### src/rtl/enc_dec_pipe.sv
// enc_dec_pipe: two-stage priority encode (fixed or round-robin) and one-hot decode
module enc_dec_pipe #(
  parameter int N = 8,
  localparam int W = $clog2(N)
) (
  input  logic         clk,
  input  logic         rst_n,
  input  logic         in_valid,
  input  logic [N-1:0] in,
  input  logic         mode,
  output logic         out_valid,
  output logic [W-1:0] index,
  output logic         found,
  output logic [N-1:0] out
);
  logic [W-1:0] ptr, index1, hi, lo, sel;
  logic [N-1:0] rot;
  logic         valid1, found1;
  always_comb begin
    hi = '0;
    lo = '0;
    rot = N'({in, in} >> ptr);
    for (int i = 0; i < N; i++) if (in[i]) hi = W'(i);
    for (int i = N - 1; i >= 0; i--) if (rot[i]) lo = W'(i);
    sel = ~|in ? '0 : mode ? lo + ptr : hi;
  end
  always_ff @(posedge clk) begin
    if (!rst_n) begin
      ptr       <= '0;
      valid1    <= 1'b0;
      index1    <= '0;
      found1    <= 1'b0;
      out_valid <= 1'b0;
      index     <= '0;
      found     <= 1'b0;
      out       <= '0;
    end else begin
      valid1    <= in_valid;
      out_valid <= valid1;
      if (in_valid) begin
        index1 <= sel;
        found1 <= |in;
        if (mode && |in) ptr <= sel + W'(1);
      end
      if (valid1) begin
        index <= index1;
        found <= found1;
        out   <= N'(found1) << index1;
      end
    end
  end
endmodule

### config.mk
export PLATFORM = sky130hd
export DESIGN_NAME = enc_dec_pipe
export DESIGN_NICKNAME = d
export VERILOG_FILES = /design/src/rtl/enc_dec_pipe.sv
export SDC_FILE = /design/constraint.sdc
export NUM_CORES = 1
export LEC_CHECK = 0
export BUFFER_PORTS_ARGS = -buffer_cell sky130_fd_sc_hd__buf_4
export CAP_MARGIN = 0
export CORE_MARGIN = 5
export CORE_UTILIZATION = 55
export CTS_CLUSTER_DIAMETER = 150
export DETAILED_ROUTE_END_ITERATION = 6
export HOLD_SLACK_MARGIN = 0.06
export PLACE_DENSITY = 0.85
export SETUP_SLACK_MARGIN = 0.4
export SKIP_LAST_GASP = 1
export SYNTH_ARGS = -nofsm -noshare
export SYNTH_HDL_FRONTEND = slang
export SYNTH_SLANG_ARGS = --single-unit
### constraint.sdc
create_clock -name clk -period 5 [get_ports clk]
set_clock_uncertainty 0.1 [all_clocks]
set_input_delay 0 -clock clk [delete_from_list [all_inputs] [get_ports clk]]
set_output_delay 0 -clock clk [all_outputs]
set_load 0.01 [all_outputs]
* Word-level counts from Yosys, hierarchy flattened
Cells that the tools add are included.
Word-level totals: flip-flop bits (word level) 21, input port bits 12, output and inout bits 13, logic and storage cells 32
Operators by class: add/sub/neg operators 2, shift-type cells 2, mux-type cells 17, reduce and logical (&&, ||, !) cells 3
Operator list (number):
- 3-bit 2-to-1 mux | 16
- 16-bit by 3-bit right shift with 8-bit output | 1
- 8-bit OR reduction | 1
- 1-bit by 3-bit << shifter with 8-bit output | 1
- 3-bit by 1-bit adder with 3-bit output, second input constant | 1
- 3-bit adder | 1
- 2-bit AND reduction | 1
- 1-bit logical AND | 1
- 1-bit 2-to-1 mux | 1

* Depth between registers and ports, before layout
depth after elaboration 13, mapped depth 19, gate-level depth less buffers 16

* Worst setup path after synthesis
OpenSTA, ideal clock, no wires.
kind flip-flop to flip-flop, start register ptr[1], end register ptr[2], library setup time 0.070 ns, data arrival time 3.582 ns, path slack 1.248 ns, stages on the path, launching flop included 19, path buffers 3, cell sequence dfxtp_1 buf_4 buf_2 buf_2 mux2_2 o31ai_1 mux2i_1 nand3_1 a21oi_1 a21oi_1 ha_1 inv_1 fa_1 a21oi_1 ha_1 xnor2_1 xnor2_1 or3_1 a21boi_1
Between the ends: cells in the longest elaborated chain, start to end 13
Ends and longest elaborated chain:
- start: declaration | RTL line 16 | logic [W-1:0] ptr, index1, hi, lo, sel;
- start signal: assignment | RTL line 43 | if (mode && |in) ptr <= sel + W'(1);
- 16-bit by 3-bit right shift with 8-bit output | RTL line 22 | rot = N'({in, in} >> ptr);
- 3-bit 2-to-1 mux (8 in a row) | RTL line 24 | for (int i = N - 1; i >= 0; i--) if (rot[i]) lo = W'(i);
- 3-bit adder (*) | RTL line 25 | sel = ~|in ? '0 : mode ? lo + ptr : hi;
- 3-bit 2-to-1 mux (*) (2 in a row) | RTL line 25
- via sel[1] | RTL line 16
- 3-bit by 1-bit adder with 3-bit output (*) | RTL line 43
The timed path passes the listed nets; every way through them passes the cells marked *. A chain may end at the register's enable or synchronous reset.

* Worst setup path in the final report
Ends and elaborated chain as after synthesis.

==> metrics.md <==
| Metric | Value |
|---|---|
| Floorplan die width | 64.6 um |
| Clock transition at path regs | 0.12 ns |
| Main combinational cell family by area after synthesis | simple AND/OR/NAND/NOR gates |
| Post-Synthesis Cells | 201 |
| Clock tree from TritonCTS | yes |
| Synthesized Nets | 216 |
| Synth Area in Adders | 0.0274 |
| Crit Path Max Fanout | 26 |
| Tot GR Track Use | 0.170 |
| Kind of start point of the critical path | flip-flop |
| Avg Synthesized Cell Area | 8.17 um^2 |
| Area delta synth->final | 12.4% |
| Xor/xnor cell area share of the yosys netlist | 0.0213 |
| Total count of hold-check failures in the final report | 0 |
| Basic-gate share of the synthesized area counting and, or, nand and nor cells | 0.309 |
| Vertical extent of the die | 64.6 um |
| Clock network latency to the later pin of the worst-skew pair | 0.30 ns |
| Hold Slack | 0.163 ns |
| Number of clock sinks seen by CTS | 21 |
| Largest net degree at the start of global routing | 27 |
| Cell breakdown of the critical path | buf_4, mux2i_1, o31ai_1, mux2i_1, nand3_1, a211oi_1, a21oi_1, ha_1, inv_1, fa_1, a21oi_1, ha_1, xnor2_1, xnor2_1, or3_1, a21boi_1 |
| Outcome | finished, final reports clean |
| Area of the die | 4180 um^2 |
| Setup-violating endpoint count in the final report | 0 |
| Cell taking the most area after synthesis | dfxtp_1 |
| Part of the Yosys area used for sequential elements | 0.256 |
| Worst path max stage delay | 0.58 ns |
| Type of the worst setup path | flip-flop to flip-flop |
| Number of warning messages in the yosys log | 0 |
| Number of antenna-violating nets in the routed design | 0 |
| Worst-margin pin slew | 0.714 ns |
| R2R depth | 16 |
| Primary flip-flop cell chosen by synthesis mapping | dfxtp_1 |
| Top library cells by usage in the layout, fill and taps aside | buf_4, dfxtp_1, nand2_1 |
| Top-Level Pins | 25 |
| Resized Gates After CTS | 0 |
| Cell at the slowest stage of the critical path | dfxtp_1 |
| Register bit total from synthesis | 21 |
| 1st-pass router iterations | 4 |
| Cell area reported after detailed placement | 1780 um^2 |
| Final period util | 0.782 |
| Via density per instance | 6.17 |
| Routed WL | 3610 um |
| Final setup TNS | 0 ns |
| Initial antenna violation count | 0 |
| H-tree level count | 1 |
| Smallest setup slack after layout | 1.09 ns |
| Synthesized area | 1640 um^2 |
| Number of fillers in the final layout | 258 |
| End point of the worst hold path | index1[0]$_SDFFE_PN0P_ |
| Layout Nets | 234 |
| Placement-stage worst setup slack | 1.14 ns |
| Bufs on Longest Clock Path | 2 |
| Number of clock buffers inserted by TritonCTS | 3 |
| Number of diodes | 0 |
| Launch point of the worst path | ptr[1]$_SDFFE_PN0P_ |
| Port buffer count | 24 |
| Via count of the first global-routing pass | 1,342 |
| Standard-cell row count | 19 |
| Total non-filler cell area in the finished layout | 1850 um^2 |
| Aggregate global routing overflow | 0 |
| Utilization of the core after routing | 0.658 |
| Routed wirelength normalized by instance count | 14.5 um |
| Hold/Removal Path Class | input port to flip-flop |
| Pwr Density | 257 nW/um^2 |
| CP bufs+invs | 2 |
| Library cells used by synthesis | 45 |
| Critical path data arrival time | 4.05 ns |
| DRC errors left | 0 |
| Initial cell density of the core | 0.585 |
| Vias | 1,536 |
| Drt initial violations | 136 |
| Capture point of the worst reg-to-reg path | ptr[2]$_SDFFE_PN0P_ |
| Post-detailed-placement half-perimeter wirelength | 2650 um |
| Critical Path RT | 5.14 ns |
| Count of flip-flops with a built-in enable after synthesis | 0 |
| Max-slew violation count | 0 |
| Reported max-cap violation count | 0 |
| Ranking of synthesized cells by area | dfxtp_1, mux2i_1, nor2b_1 |
| Worst IR Drop VDD | 0.127 mV |
| Proportion of layout cells with a drive suffix above 1 | 0.193 |
| Area share of the largest cell type after synthesis | 0.256 |
| LEAKAGE | 0.000667 uW |
| Final critical path time including I/O delays and setup | 3.91 ns |
| Max-Slew Margin vs Limit | 0.523 |
| Mux cell area share after synthesis | 0.136 |
| Endpoint kind of the worst setup timing path | flip-flop |
| Final estimated routing congestion in global placement | 0.933 |
| Clock root cell | clkbuf_4 |
| Launch point of the worst reg-to-reg path | ptr[1]$_SDFFE_PN0P_ |
| Setup slack of the most critical reg-to-reg path | 1.09 ns |
| Placeable core region | 2810 um^2 |
| Compound-Gate Fraction of Synth Area | 0.181 |
| Wire length of the first global-routing pass | 5910 um |
| Largest delay share family, worst path | adder cells |
| Hold wc startpoint | in[7] |
| Unrepaired setup endpoints after global routing | no |
| Most common cell after layout, fill and taps aside | buf_4 |
| Highest Clock Rate | 256 MHz |
| Hold path cells | 4 |
| Cell count along the critical path | 16 |
| FFs w/ async S/R, synth | 0 |
cell usage after synthesis (2+ instances only):
master	instances
dfxtp_1	21
nand2_1	15
nor2b_1	14
nor3_1	12
mux2i_1	11
nor2_1	11
a21oi_1	9
nand3_1	9
clkbuf_1	8
a21boi_0	7
nand4_1	7
nand2b_1	6
o21ai_0	6
a211oi_1	5
buf_2	5
inv_1	4
mux2_2	4
nor4_1	4
xnor2_1	4
a211o_1	3
buf_6	3
mux4_2	3
nor3b_1	3
a2111oi_0	2
and2_1	2
ha_1	2
nor3b_2	2
o31ai_1	2
what timing repair did:
action / CTS / global route
hold buffers: 4 / 0
endpoints found under the hold margin: 21 / 0
setup buffers: 0 / 0
sequential cells by signal (all words and copies together), names as in the netlist:
signal     count
valid1         1
out_valid      1
found1         1
ptr            3
out            8
found          1
index1         3
index          3
routing by layer:
metal	global-route usage	share of wire	up-vias
met5	0	0	-
met4	0.0607	0.012	0
met3	0.0104	0.037	4
met2	0.296	0.48	42
met1	0.221	0.47	719
li1	-	-	771
layout make-up:
cell class,instances,area (um^2),area share
clock buffers,4,26.3,0.0142
inverters,5,18.8,0.0102
multi-input cells,158,1110,0.599
flip-flops and latches,21,420,0.228
well taps,31,38.8,0.0210
repair buffers,30,235,0.127
per-stage QoR:
step / total power, uW / cells
floorplan: 354 / 201
global placement: 387 / 241
detailed placement: 393 / 241
CTS: 474 / 249
global route: 506 / 249
finish: 474 / 249
cells by family (layout without fill, tap and decap cells):
| logic type | Yosys count | after routing |
|---|---|---|
| AOI/OAI and AO/OA | 42 | 42 |
| xor gates and xnor gates | 4 | 4 |
| adders and majority gates | 3 | 3 |
| buffers and inverters | 22 | 39 |
| DFF | 21 | 21 |
| muxes | 18 | 18 |
| and+or+nand+nor | 91 | 91 |
tightest hold or removal path, stage by stage:
cell     delay [ns]
buf_4          0.13
o311a_1        0.21
mux2i_1        0.08
nor2b_1        0.10
where the power goes:
group	switching, uW	internal (uW)	total [uW]
Combinational	98.2	95.8	194
Sequential	22.3	177	200
Clock	49.4	31.1	80.4
how the worst max path moves through the flow:
stage          slack (ns)                  end
2_1_floorplan        1.25  ptr[2]$_SDFFE_PN0P_
3_3_place_gp         1.30  ptr[2]$_SDFFE_PN0P_
3_5_place_dp         1.14  ptr[2]$_SDFFE_PN0P_
4_1_cts              1.14  ptr[2]$_SDFFE_PN0P_
5_1_grt              0.77  ptr[2]$_SDFFE_PN0P_
6_report             1.09  ptr[2]$_SDFFE_PN0P_
(Power assumes the default switching activity.)
